===== config.mk =====
export PLATFORM = sky130hd
export DESIGN_NAME = apb3_master_bridge
export DESIGN_NICKNAME = d
export VERILOG_FILES = /design/src/rtl/apb_pkg.sv /design/src/rtl/apb_wait_timer.sv /design/src/rtl/apb3_master_bridge.sv
export SDC_FILE = /design/constraint.sdc
export NUM_CORES = 1
export LEC_CHECK = 0
export ABC_AREA = 1
export BUFFER_PORTS_ARGS = -buffer_cell sky130_fd_sc_hd__buf_2
export CAP_MARGIN = 30
export CORE_MARGIN = 4
export CORE_UTILIZATION = 49
export DETAILED_ROUTE_END_ITERATION = 10
export PLACE_DENSITY = 0.89
export REMOVE_ABC_BUFFERS = 1
export SYNTH_ARGS = -nofsm -noshare
export SYNTH_HDL_FRONTEND = slang
export SYNTH_SLANG_ARGS = --single-unit

===== constraint.sdc =====
create_clock -name PCLK -period 5.22 [get_ports PCLK]
set_input_delay 1.044 -clock PCLK [delete_from_list [all_inputs] [get_ports PCLK]]
set_output_delay 1.044 -clock PCLK [all_outputs]
set_load 0.02 [all_outputs]

===== src/rtl/apb_pkg.sv =====
// Shared APB master types: FSM state encoding, address width and the
// per-data-width alignment mask used for the misalignment check.
package apb_pkg;

    localparam int APB_AWIDTH = 20;

    typedef enum logic [1:0] {
        IDLE   = 2'd0,
        SETUP  = 2'd1,
        ACCESS = 2'd2,
        RESP   = 2'd3
    } apb_state_t;

    // Low address bits that must be zero for a naturally aligned access.
    function automatic logic [1:0] align_mask(input int dwidth);
        case (dwidth)
            32:      align_mask = 2'b11;
            16:      align_mask = 2'b01;
            default: align_mask = 2'b00;
        endcase
    endfunction

endpackage


===== src/rtl/apb_wait_timer.sv =====
// Counts ACCESS-phase wait cycles; expired_o flags the cycle whose wait would reach TIMEOUT_CYCLES.
// Saturating, never wraps; TIMEOUT_CYCLES=0 ties expired_o low permanently.
module apb_wait_timer #(
    parameter int TIMEOUT_CYCLES = 256
) (
    input  logic PCLK,
    input  logic PRESETN,
    input  logic clear_i,
    input  logic enable_i,
    output logic expired_o
);

    localparam int CW = (TIMEOUT_CYCLES > 0) ? $clog2(TIMEOUT_CYCLES + 1) : 1;
    localparam logic [CW-1:0] SAT  = CW'(TIMEOUT_CYCLES);
    localparam logic [CW-1:0] LAST = (TIMEOUT_CYCLES > 0) ? CW'(TIMEOUT_CYCLES - 1) : '0;

    logic [CW-1:0] cnt_q;

    always_ff @(posedge PCLK or negedge PRESETN) begin
        if (!PRESETN) begin
            cnt_q <= '0;
        end else if (clear_i) begin
            cnt_q <= '0;
        end else if (enable_i && (cnt_q != SAT)) begin
            cnt_q <= cnt_q + CW'(1);
        end
    end

    // Fires during the wait cycle whose increment lands on TIMEOUT_CYCLES.
    assign expired_o = (TIMEOUT_CYCLES != 0) && enable_i && (cnt_q == LAST);

endmodule


===== src/rtl/apb3_master_bridge.sv =====
// Valid/ready command stream to single APB3 transfers, one response per command.
// Zero-wait latency accept->rsp_valid is 3 cycles; one transfer outstanding, cmd_ready low until rsp handshake.
module apb3_master_bridge
    import apb_pkg::*;
#(
    parameter int APB_DWIDTH     = 32,
    parameter int TIMEOUT_CYCLES = 256,
    parameter bit ALIGN_CHECK    = 1'b1
) (
    input  logic                  PCLK,
    input  logic                  PRESETN,
    input  logic                  cmd_valid,
    output logic                  cmd_ready,
    input  logic                  cmd_write,
    input  logic [APB_AWIDTH-1:0] cmd_addr,
    input  logic [APB_DWIDTH-1:0] cmd_wdata,
    output logic                  rsp_valid,
    input  logic                  rsp_ready,
    output logic [APB_DWIDTH-1:0] rsp_rdata,
    output logic                  rsp_err,
    output logic                  rsp_timeout,
    output logic                  PSEL,
    output logic                  PENABLE,
    output logic                  PWRITE,
    output logic [APB_AWIDTH-1:0] PADDR,
    output logic [APB_DWIDTH-1:0] PWDATA,
    input  logic [APB_DWIDTH-1:0] PRDATA,
    input  logic                  PREADY,
    input  logic                  PSLVERR
);

    apb_state_t            state_q;
    logic                  psel_q;
    logic                  penable_q;
    logic                  pwrite_q;
    logic [APB_AWIDTH-1:0] paddr_q;
    logic [APB_DWIDTH-1:0] pwdata_q;
    logic                  rsp_valid_q;
    logic [APB_DWIDTH-1:0] rsp_rdata_q;
    logic                  rsp_err_q;
    logic                  rsp_timeout_q;

    logic misaligned;
    logic timer_clear;
    logic timer_en;
    logic timer_expired;

    assign misaligned  = ALIGN_CHECK && (|(cmd_addr[1:0] & align_mask(APB_DWIDTH)));
    assign cmd_ready   = (state_q == IDLE);
    assign timer_clear = (state_q == IDLE) && cmd_valid;
    assign timer_en    = (state_q == ACCESS) && !PREADY;

    apb_wait_timer #(
        .TIMEOUT_CYCLES(TIMEOUT_CYCLES)
    ) u_wait_timer (
        .PCLK     (PCLK),
        .PRESETN  (PRESETN),
        .clear_i  (timer_clear),
        .enable_i (timer_en),
        .expired_o(timer_expired)
    );

    always_ff @(posedge PCLK or negedge PRESETN) begin
        if (!PRESETN) begin
            state_q       <= IDLE;
            psel_q        <= 1'b0;
            penable_q     <= 1'b0;
            pwrite_q      <= 1'b0;
            paddr_q       <= '0;
            pwdata_q      <= '0;
            rsp_valid_q   <= 1'b0;
            rsp_rdata_q   <= '0;
            rsp_err_q     <= 1'b0;
            rsp_timeout_q <= 1'b0;
        end else begin
            case (state_q)
                IDLE: begin
                    if (cmd_valid) begin
                        pwrite_q <= cmd_write;
                        paddr_q  <= cmd_addr;
                        pwdata_q <= cmd_write ? cmd_wdata : '0;
                        if (misaligned) begin
                            // Rejected locally: respond without touching the bus.
                            state_q       <= RESP;
                            rsp_valid_q   <= 1'b1;
                            rsp_rdata_q   <= '0;
                            rsp_err_q     <= 1'b1;
                            rsp_timeout_q <= 1'b0;
                        end else begin
                            state_q <= SETUP;
                            psel_q  <= 1'b1;
                        end
                    end
                end
                SETUP: begin
                    state_q   <= ACCESS;
                    penable_q <= 1'b1;
                end
                ACCESS: begin
                    if (PREADY) begin
                        state_q       <= RESP;
                        psel_q        <= 1'b0;
                        penable_q     <= 1'b0;
                        rsp_valid_q   <= 1'b1;
                        rsp_rdata_q   <= pwrite_q ? '0 : PRDATA;
                        rsp_err_q     <= PSLVERR;
                        rsp_timeout_q <= 1'b0;
                    end else if (timer_expired) begin
                        state_q       <= RESP;
                        psel_q        <= 1'b0;
                        penable_q     <= 1'b0;
                        rsp_valid_q   <= 1'b1;
                        rsp_rdata_q   <= '0;
                        rsp_err_q     <= 1'b1;
                        rsp_timeout_q <= 1'b1;
                    end
                end
                RESP: begin
                    if (rsp_ready) begin
                        state_q     <= IDLE;
                        rsp_valid_q <= 1'b0;
                    end
                end
                default: state_q <= IDLE;
            endcase
        end
    end

    assign PSEL        = psel_q;
    assign PENABLE     = penable_q;
    assign PWRITE      = pwrite_q;
    assign PADDR       = paddr_q;
    assign PWDATA      = pwdata_q;
    assign rsp_valid   = rsp_valid_q;
    assign rsp_rdata   = rsp_rdata_q;
    assign rsp_err     = rsp_err_q;
    assign rsp_timeout = rsp_timeout_q;

endmodule

==> metrics.md, run 1 <==
| Metric | Value |
|---|---|
| Setup slack after layout | ~2.7 ns |
| Outcome | finished clean |
| R2r worst-path depth | 11 |
| Internal reg-to-reg setup slack | about 2.7 ns |
| Distinct cell type count after synthesis | 23 |
| Die Area | about 11,000 sq um |
| Clock Tree Root | clkbuf_8 |
| WS Path Type | reg -> reg |
| Vias in the first global route | 3,812 |
| Worst r2r dst | rsp_rdata[8] |
| Largest net degree at the start of global routing | 100 |
| Via density | about 5.0 |
| Core Region | around 8800 sq um |
| Max cap viols | 0 |
| Crit path DAT | between 2 and 3 ns |
| Seq/Total Area, Yosys | 55.7% |
| Post-Syn Area | between 4000 and 5000 sq um |
| Fin crit share | approximately 48% |
| Slew Limit Fails | 0 |
| Pwr Density | between 600 and 700 nW/um^2 |
| Total GRT Usage | approximately 20% |
| Measured slew at the worst slew-check pin | 0.921 ns |
| Post-Synthesis Cells | between 500 and 600 |
| Maximum vdd ir drop | 0.000359 V |
| CTS Buf Count | 9 |
| # fillers | 704 |
| Post-Place Cells | slightly below 800 |
| CTS H-Tree Depth | 3 |
| Cts hold-fix bufs | 0 |
| Hold Worst Slack | 0.482 ns |
| I/O pin count | between 150 and 200 |
| # rows | 34 |
| Starting Density | 51.3% |
| Leakage | roughly 3.1 nW |
| First-pass GRT wire length | between 15,000 and 20,000 um |
| Crit path to | rsp_rdata[8] |
| Yosys warning total | 0 |
| Antenna violations before repair | 0 |
| CP Launch Type | flip-flop |
| Max Buffers Root-to-Sink | 2 |
| Drt initial violations | around 190 |
| DP Worst Slack | around 2.7 ns |
| NumNets Final | around 770 |
| Drt total wl | around 11,000 um |
| Fmax | between 0.3 and 0.4 GHz |
| Most frequent cells in the layout | nand2_1 (208), buf_2 (180), dfrtp_1 (101) |
| Worst setup EP type | flip-flop |
| Worst R2R Start | u_wait_timer.cnt_q[1] |
| Hold violation count in the final report | 0 |
| Gpl congestion | about 0.80 |
| Post-Layout Cell Count | about 790 |
| Most common cell after layout, fill and taps aside | nand2_1 |
| Drt pass-1 iters | 6 |
| CTS tree | yes |
| Worst path required time | around 5.4 ns |
| Share of cells above drive strength 1 | about 38% |
| WL per Instance | 13.9 um |
| Detail Route Antenna Nets | 0 |
| # DRC | 0 |
| Die W | about 100 um |
| Syn Area/Cell | ~9 sq um |
| RSZ-0062 raised after global routing | false |
| Vias post-DR | around 4,000 |
| Setup tns final | 0 ns |
| Clock sink count | about 100 |
| Port buffer count | approximately 180 |
| Skew final | 0.0119 ns |
| CTS resizes | 0 |
| Die height | approximately 100 um |
| Setup bufs post-CTS | 0 |
| Min-Delay Path Class | reg -> reg |
| Final HPWL DP | 8030 um |
| CP max FO | 67 |
| Synth Register Bits | 101 |
| Clk pin slew, worst setup/hold paths | 0.10 ns |
| Final core utilization | between 60% and 70% |
| Crit path from | u_wait_timer.cnt_q[1] |
| Rel. slew slack | approximately 39% |
| Worst skew pair latency | between 0.3 and 0.4 ns |
| Total congestion overflow | 0 |
| ANT cells | 0 |
| Area Overhead vs Synth | 24.9% |
| Final setup fails | 0 |
| Crit path time final | 2.52 ns |
==> final cells by class <==
type                            count  area (sq um)  area share (%)
Clock buffer                       10           138            2.43
Sequential cell                   101          2530            44.6
Clock inverter                      4          97.6            1.72
Tap cell                          108           135            2.38
Inverter                           21          78.8            1.39
Multi-Input combinational cell    359          1750            30.9
Timing Repair Buffer              184           938            16.6
==> power breakdown <==
part / switching [mW] / leakage, nW / internal, mW
clock: 0.256 / 0.114 / 0.327
combinational: 1.16 / 1.68 / 0.520
sequential: 0.211 / 1.33 / 1.13
total: 1.63 / 3.12 / 1.97
==> logic make-up (layout without fill, tap and decap cells) <==
family                   count (synthesis)  after routing  synth area share (%)
adder cells (fa/ha/maj)                  7              7                  1.93
AND/OR/NAND/NOR                        273            273                  25.1
flip-flops                             101            101                  55.7
XOR/XNOR                                 3              3                 0.579
AO/OA/AOI/OAI                           76             76                  10.9
buffers and inverters                   48            219                  5.82
==> per-stage QoR <==
step / total power [mW] / cell area (sq um)
2_1_floorplan: 2.44 / 4350
3_3_place_gp: 2.96 / 5420
3_5_place_dp: 3.04 / 5430
4_1_cts: 3.63 / 5670
5_1_grt: 3.86 / 5670
6_report: 3.60 / 5670
==> cells in the mapped netlist, drive strengths merged <==
library cell	n	area share (%)
nand2	232	21
clkbuf	13	1.2
nand3	16	1.8
ha	7	1.9
o211ai	1	0.17
inv	21	1.7
nor2	22	2.2
nor3	2	0.22
a21oi	1	0.11
nor4	1	0.14
buf	14	2.9
o21ai	74	11
xor2	3	0.58
dfrtp	101	56
==> worst max-delay path, stage by stage (launching register included) <==
cell	delay, ns
dfrtp_1	0.41
ha_1	0.20
nand3_1	0.16
nor4_1	0.26
ha_1	0.20
inv_1	0.06
nand2_4	0.08
nand2_4	0.05
nor2_4	0.12
nand2_4	0.48
nand2_1	0.24
o21ai_2	0.07
==> routing by layer <==
layer  routed length, um  global-route usage, %  vias to the layer above
met5                   0                      0                        -
met4                 238                   7.69                        0
met3                1130                   6.77                       21
met2                4750                   29.6                      209
met1                4840                   27.5                     1812
li1                    -                      -                     1923
==> flip-flops by register name, indices dropped and copies added, names as in the netlist <==
name,cells
rsp_err,1
rsp_timeout,1
PADDR,20
state_q,2
rsp_rdata,32
PWRITE,1
PSEL,1
PENABLE,1
rsp_valid,1
u_wait_timer.cnt_q,9
PWDATA,32
==> worst min-delay path by stage <==
stage,from,to,slack (ns),depth (start not counted)
2_1_floorplan,u_wait_timer.cnt_q[7],u_wait_timer.cnt_q[7],0.50,2
3_3_place_gp,PADDR[13],PADDR[13],0.46,2
3_5_place_dp,PADDR[13],PADDR[13],0.46,2
4_1_cts,PADDR[13],PADDR[13],0.49,2
5_1_grt,PADDR[5],PADDR[5],0.50,2
6_report,PADDR[15],PADDR[15],0.48,2
No activity file was read; power rests on OpenSTA's default activity.
==> inputs of run 2 (changes only) <==
- CORE_UTILIZATION: 49 -> 44
- PLACE_DENSITY: 0.89 -> 0.85
- clock period: 5.22 -> 2.1 ns (I/O delays scaled with it)
==> metrics.md, run 2 (synthesis gave the netlist of run 1 again) <==
| Metric | Value |
|---|---|
| Outcome | finished clean |
| Gate power share | roughly half |
| Skew final | roughly 0.012 ns |
| First-pass GRT wire length | around 18,000 um |
| Vias post-DR | between 3,000 and 4,000 |
| Area Overhead vs Synth | 29.1% |
| Vias in the first global route | approximately 3,800 |
| Max cap viols | 0 |
| Crit path max-delay cell type | dfrtp_1 |
| Hold violation count in the final report | 0 |
| CP max FO | 33 |
| NumNets Final | 784 |
| Footprint of the multi-input gates | approximately 1800 sq um |
| Rel. slew slack | between 60% and 70% |
| Most frequent cells in the layout | nand2_1 (208), buf_2 (180), dfrtp_1 (101) |
| ANT cells | 0 |
| Slew Limit Fails | 0 |
| Core Region | slightly below 10,000 sq um |
| Final HPWL DP | about 8200 um |
| I/O pin count | around 180 |
| Setup tns final | 0 ns |
| Fin crit share | 93.9% |
| Pwr Density | roughly 1600 nW/um^2 |
| Leakage | between 3 and 4 nW |
| Maximum vdd ir drop | 0.000907 V |
| Total GRT Usage | about a fifth |
| Antenna violations before repair | 0 |
| Post-Layout Cell Count | 824 |
| Clock Power Share | about 15% |
| Post-Place Cells | between 800 and 900 |
| Fmax | between 0.5 and 0.6 GHz |
| Final setup fails | 0 |
| # fillers | around 840 |
| Drt total wl | ~11,000 um |
| CTS tree | yes |
| Setup slack after layout | 0.128 ns |
| Largest net degree at the start of global routing | 68 |
| CP cell instances | ha_2 > nand3_4 > nor4_4 > ha_2 > inv_1 > nand2_4 > nand2_4 > nor2_4 > nand2_4 > clkbuf_16 > nand2_2 > o21ai_2 |
| Int Power | roughly 5 mW |
| Sw Share | 45.5% |
| Measured slew at the worst slew-check pin | about 0.55 ns |
| Worst path max stage delay | between 0.4 and 0.5 ns |
| Die height | roughly 110 um |
| Clk pin slew, worst setup/hold paths | 0.10 ns |
| Via density | 4.77 |
| DP Worst Slack | approximately 0.004 ns |
| Crit path time final | roughly 2 ns |
| Clock sink count | just over 100 |
| Placed cell areas | approximately 5500 sq um |
| Most common cell after layout, fill and taps aside | nand2_1 |
| Worst path required time | ~2.4 ns |
| Max Buffers Root-to-Sink | 2 |
| Starting Density | a little under half |
| Min-Delay Path Class | in -> reg |
| Detail Route Antenna Nets | 0 |
| CTS Buf Count | 9 |
| WL per Instance | roughly 14 um |
| Share of cells above drive strength 1 | about two fifths |
| # DRC | 0 |
| Worst setup EP type | flip-flop |
| Drt pass-1 iters | 4 |
| Total congestion overflow | 0 |
| Register share of total power | 36.4% |
| CTS H-Tree Depth | 3 |
| Die W | around 110 um |
| Final core utilization | approximately three fifths |
| NetSw | between 4 and 5 mW |
| # rows | 36 |
| CP Launch Type | flip-flop |
| Cell area after layout | 5860 sq um |
| WS Path Type | reg -> reg |
| Die Area | 12,000 sq um |
| Port buffer count | 181 |
| Gpl congestion | 0.875 |
| Crit path DAT | around 2.2 ns |
| Worst skew pair latency | around 0.36 ns |
| Clock Tree Root | clkbuf_8 |
| Crit-path most repeated cell | nand2_4 |
| Drt initial violations | ~300 |
| Reg area | ~2500 sq um |
[run 2: cell type report]
cell class,count,area share [%]
tap,133,2.84
sequential,101,43.1
timing repair buffer,194,18.3
clock inverter,6,1.60
inverter,21,1.35
multi-input combinational,359,30.5
clock buffer,10,2.35
[run 2: final timing paths]
check	cells after the start	end	start	slack (ns)
setup reg to reg	12	rsp_rdata[23]	u_wait_timer.cnt_q[0]	0.13
hold / removal	3	PADDR[6]	cmd_addr[6]	0.24
setup / recovery	12	rsp_rdata[23]	u_wait_timer.cnt_q[0]	0.13
max in group asynchronous	3	PWDATA[30]	PRESETN	0.85
min in group asynchronous	2	rsp_rdata[30]	PRESETN	0.52
hold reg to reg	2	rsp_rdata[26]	rsp_rdata[26]	0.49
[run 2: power groups by stage]
| stage | Sequential, mW | Clock (mW) | Combinational [mW] |
|---|---|---|---|
| floorplan | 4.30 | 0 | 1.76 |
| CTS | 3.34 | 1.43 | 4.32 |
| global placement | 3.33 | 0 | 4.17 |
| global route | 3.45 | 1.53 | 4.88 |
| detailed placement | 3.36 | 0 | 4.31 |
| finish | 3.35 | 1.39 | 4.46 |
[run 2: per-stage QoR]
stage                     power [mW]  hold slack, ns
after detailed placement        7.67           0.365
final                           9.19           0.244
after global placement          7.51           0.367
after floorplan                 6.06           0.124
after global routing            9.86           0.236
after CTS                       9.09           0.224
[run 2: critical path, delay by kind of cell (launching register included)]
family,cells,cell delay (ns)
AO/OA/AOI/OAI,1,0.05
AND/OR/NAND/NOR,7,0.70
adder cells (fa/ha/maj),2,0.43
buffers and inverters,2,0.29
flip-flops,1,0.41
[run 2: per-layer routing]
layer	global-route usage [%]	routed length, um	up-vias
met4	7.12	167	0
met5	0	0	-
li1	-	-	1942
met3	5.23	1150	16
met2	28.9	5050	176
met1	24.9	4980	1797
[run 2: what timing repair did]
item	4_1_cts	5_1_grt
hold buffers	1	0
hold endpoints to repair	27	0
gates cloned	0	1
setup endpoints to repair	4	34
gates resized for setup	0	7
buffers inserted	1	1
==> inputs of run 3 (changes only) <==
- CAP_MARGIN: 30 -> 5
- RECOVER_POWER: not set -> 100
- SKIP_CTS_REPAIR_TIMING: not set -> 1
==> metrics.md, run 3 (synthesis gave the netlist of run 1 again) <==
| Metric | Value |
|---|---|
| Hold wc startpoint | cmd_addr[6] |
| First-pass GRT wire length | approximately 18,000 um |
| Most frequent cells in the layout | nand2_1 (225), dfrtp_1 (101), buf_2 (91), clkbuf_1 (91), o21ai_0 (46) |
| Most common cell after layout, fill and taps aside | nand2_1 |
| Vias in the first global route | between 3,000 and 4,000 |
| Core Region | 9910 sq um |
| I/O pin count | 182 |
| Hold violation count in the final report | 0 |
| Clk pin slew, worst setup/hold paths | approximately 0.10 ns |
| Worst R2R Start | u_wait_timer.cnt_q[0] |
| # rows | 36 |
| Rel. slew slack | roughly 53% |
| Gpl congestion | about 0.88 |
| Post-Place Cells | about 800 |
| Final HPWL DP | about 8200 um |
| Clock Tree Root | clkbuf_8 |
| NumNets Final | just under 800 |
| Via density | between 4 and 5 |
| Total congestion overflow | 0 |
| Slew Limit Fails | 0 |
| Worst Path Buf+Inv | 2 |
| Drt initial violations | between 200 and 300 |
| CTS tree | yes |
| Max Buffers Root-to-Sink | 2 |
| CTS H-Tree Depth | 3 |
| Footprint of the multi-input gates | approximately 1700 sq um |
| R2r worst-path depth | 12 |
| Skew final | 0.0104 ns |
| CP max FO | 33 |
| # fillers | between 900 and 1,000 |
| CP Launch Type | flip-flop |
| Maximum vdd ir drop | about 0.00074 V |
| Worst r2r dst | rsp_rdata[23] |
| Final setup fails | 0 |
| Die Area | 12,000 sq um |
| Share of cells above drive strength 1 | a little under a quarter |
| Die height | 110 um |
| Crit path time final | roughly 2.0 ns |
| Leakage | 2.83 nW |
| Fmax | ~0.51 GHz |
| Worst skew pair latency | 0.36 ns |
| Largest net degree at the start of global routing | between 60 and 70 |
| # DRC | 0 |
| Min-Delay Path Class | in -> reg |
| Cell area after layout | 5640 sq um |
| RSZ-0062 raised after global routing | false |
| Drt total wl | about 11,000 um |
| CP cell instances | ha_2 > nand3_4 > nor4_4 > ha_1 > inv_1 > nand2_4 > nand2_4 > nor2_4 > nand2_4 > buf_6 > nand2_1 > o21ai_2 |
| DP Worst Slack | 0.00400 ns |
| Reg area | 2530 sq um |
| Fin crit share | just over 90% |
| Outcome | finished clean |
| Crit path DAT | around 2.2 ns |
| Setup slack after layout | between 0.1 and 0.15 ns |
| Crit-path most repeated cell | nand2_4 |
| ANT cells | 0 |
| Clock sink count | 101 |
| Total GRT Usage | 18.6% |
| Worst path required time | 2.34 ns |
| Area Overhead vs Synth | 24.3% |
| Die W | 110 um |
| Detail Route Antenna Nets | 0 |
| Crit path from | u_wait_timer.cnt_q[0] |
| WS Path Type | reg -> reg |
| Worst path max stage delay | between 0.4 and 0.5 ns |
| Crit path max-delay cell type | dfrtp_1 |
| Drt pass-1 iters | 4 |
| Post-Layout Cell Count | 824 |
| Hold Crit Endpoint | PADDR[6] |
| Critical path's top delay family | simple AND/OR/NAND/NOR gates |
| Starting Density | between 40% and 50% |
| Hold path depth | 3 |
| Max cap viols | 0 |
| Setup tns final | 0 ns |
| Antenna violations before repair | 0 |
| Port buffer count | about 180 |
| CTS Buf Count | 9 |
| Hold Worst Slack | 0.247 ns |
| Vias post-DR | a little under 4,000 |
| Worst setup EP type | flip-flop |
| Measured slew at the worst slew-check pin | 0.699 ns |
| WL per Instance | 13.7 um |
| Placed cell areas | 5540 sq um |
| Internal reg-to-reg setup slack | 0.15 ns |
| Pwr Density | between 1500 and 2000 nW/um^2 |
[run 3: where the power goes]
part           total [mW]  internal [mW]  leakage, nW  switching, mW
combinational        4.02           1.14         1.39           2.88
clock                1.38          0.714        0.113          0.670
sequential           3.35           2.80         1.33          0.556
[run 3: worst max path at each step]
stage | to | slack (ns) | cells past startpoint
5_1_grt | PWDATA[17] | 0.01 | 5
3_5_place_dp | rsp_err | 0.004 | 12
6_report | rsp_rdata[23] | 0.15 | 12
4_1_cts | rsp_err | -0.02 | 12
3_3_place_gp | rsp_rdata[0] | 0.1 | 12
2_1_floorplan | u_wait_timer.cnt_q[0] | -1.26 | 7
[run 3: routing by layer]
metal | up-vias | share of wire (%) | track usage (%) | routed length, um
li1 | 1943 | - | - | -
met1 | 1826 | 44 | 24.9 | 4940
met2 | 176 | 45 | 28.8 | 5070
met4 | 0 | 1.5 | 7.12 | 167
met5 | - | 0 | 0 | 0
met3 | 17 | 9.9 | 5.23 | 1110
[run 3: through the flow]
step	utilization, %	total power, mW
floorplan	-	6.06
global placement	55.9	7.51
detailed placement	55.9	7.67
CTS	58.2	9.08
global route	56.9	9.42
finish	56.9	8.76
[run 3: worst reg2reg max path, cell delays in order, from the launching register on]
cell,delay (ns)
dfrtp_1,0.41
ha_2,0.23
nand3_4,0.11
nor4_4,0.14
ha_1,0.17
inv_1,0.06
nand2_4,0.08
nand2_4,0.05
nor2_4,0.12
nand2_4,0.08
buf_6,0.23
nand2_1,0.11
o21ai_2,0.05
[run 3: final cells by class]
class	instances	area share (%)
flip-flops and latches	101	44.8
well taps	133	2.95
clock inverters	6	1.66
clock buffers	10	2.44
multi-input cells	359	30.6
repair buffers	194	16.1
inverters	21	1.40
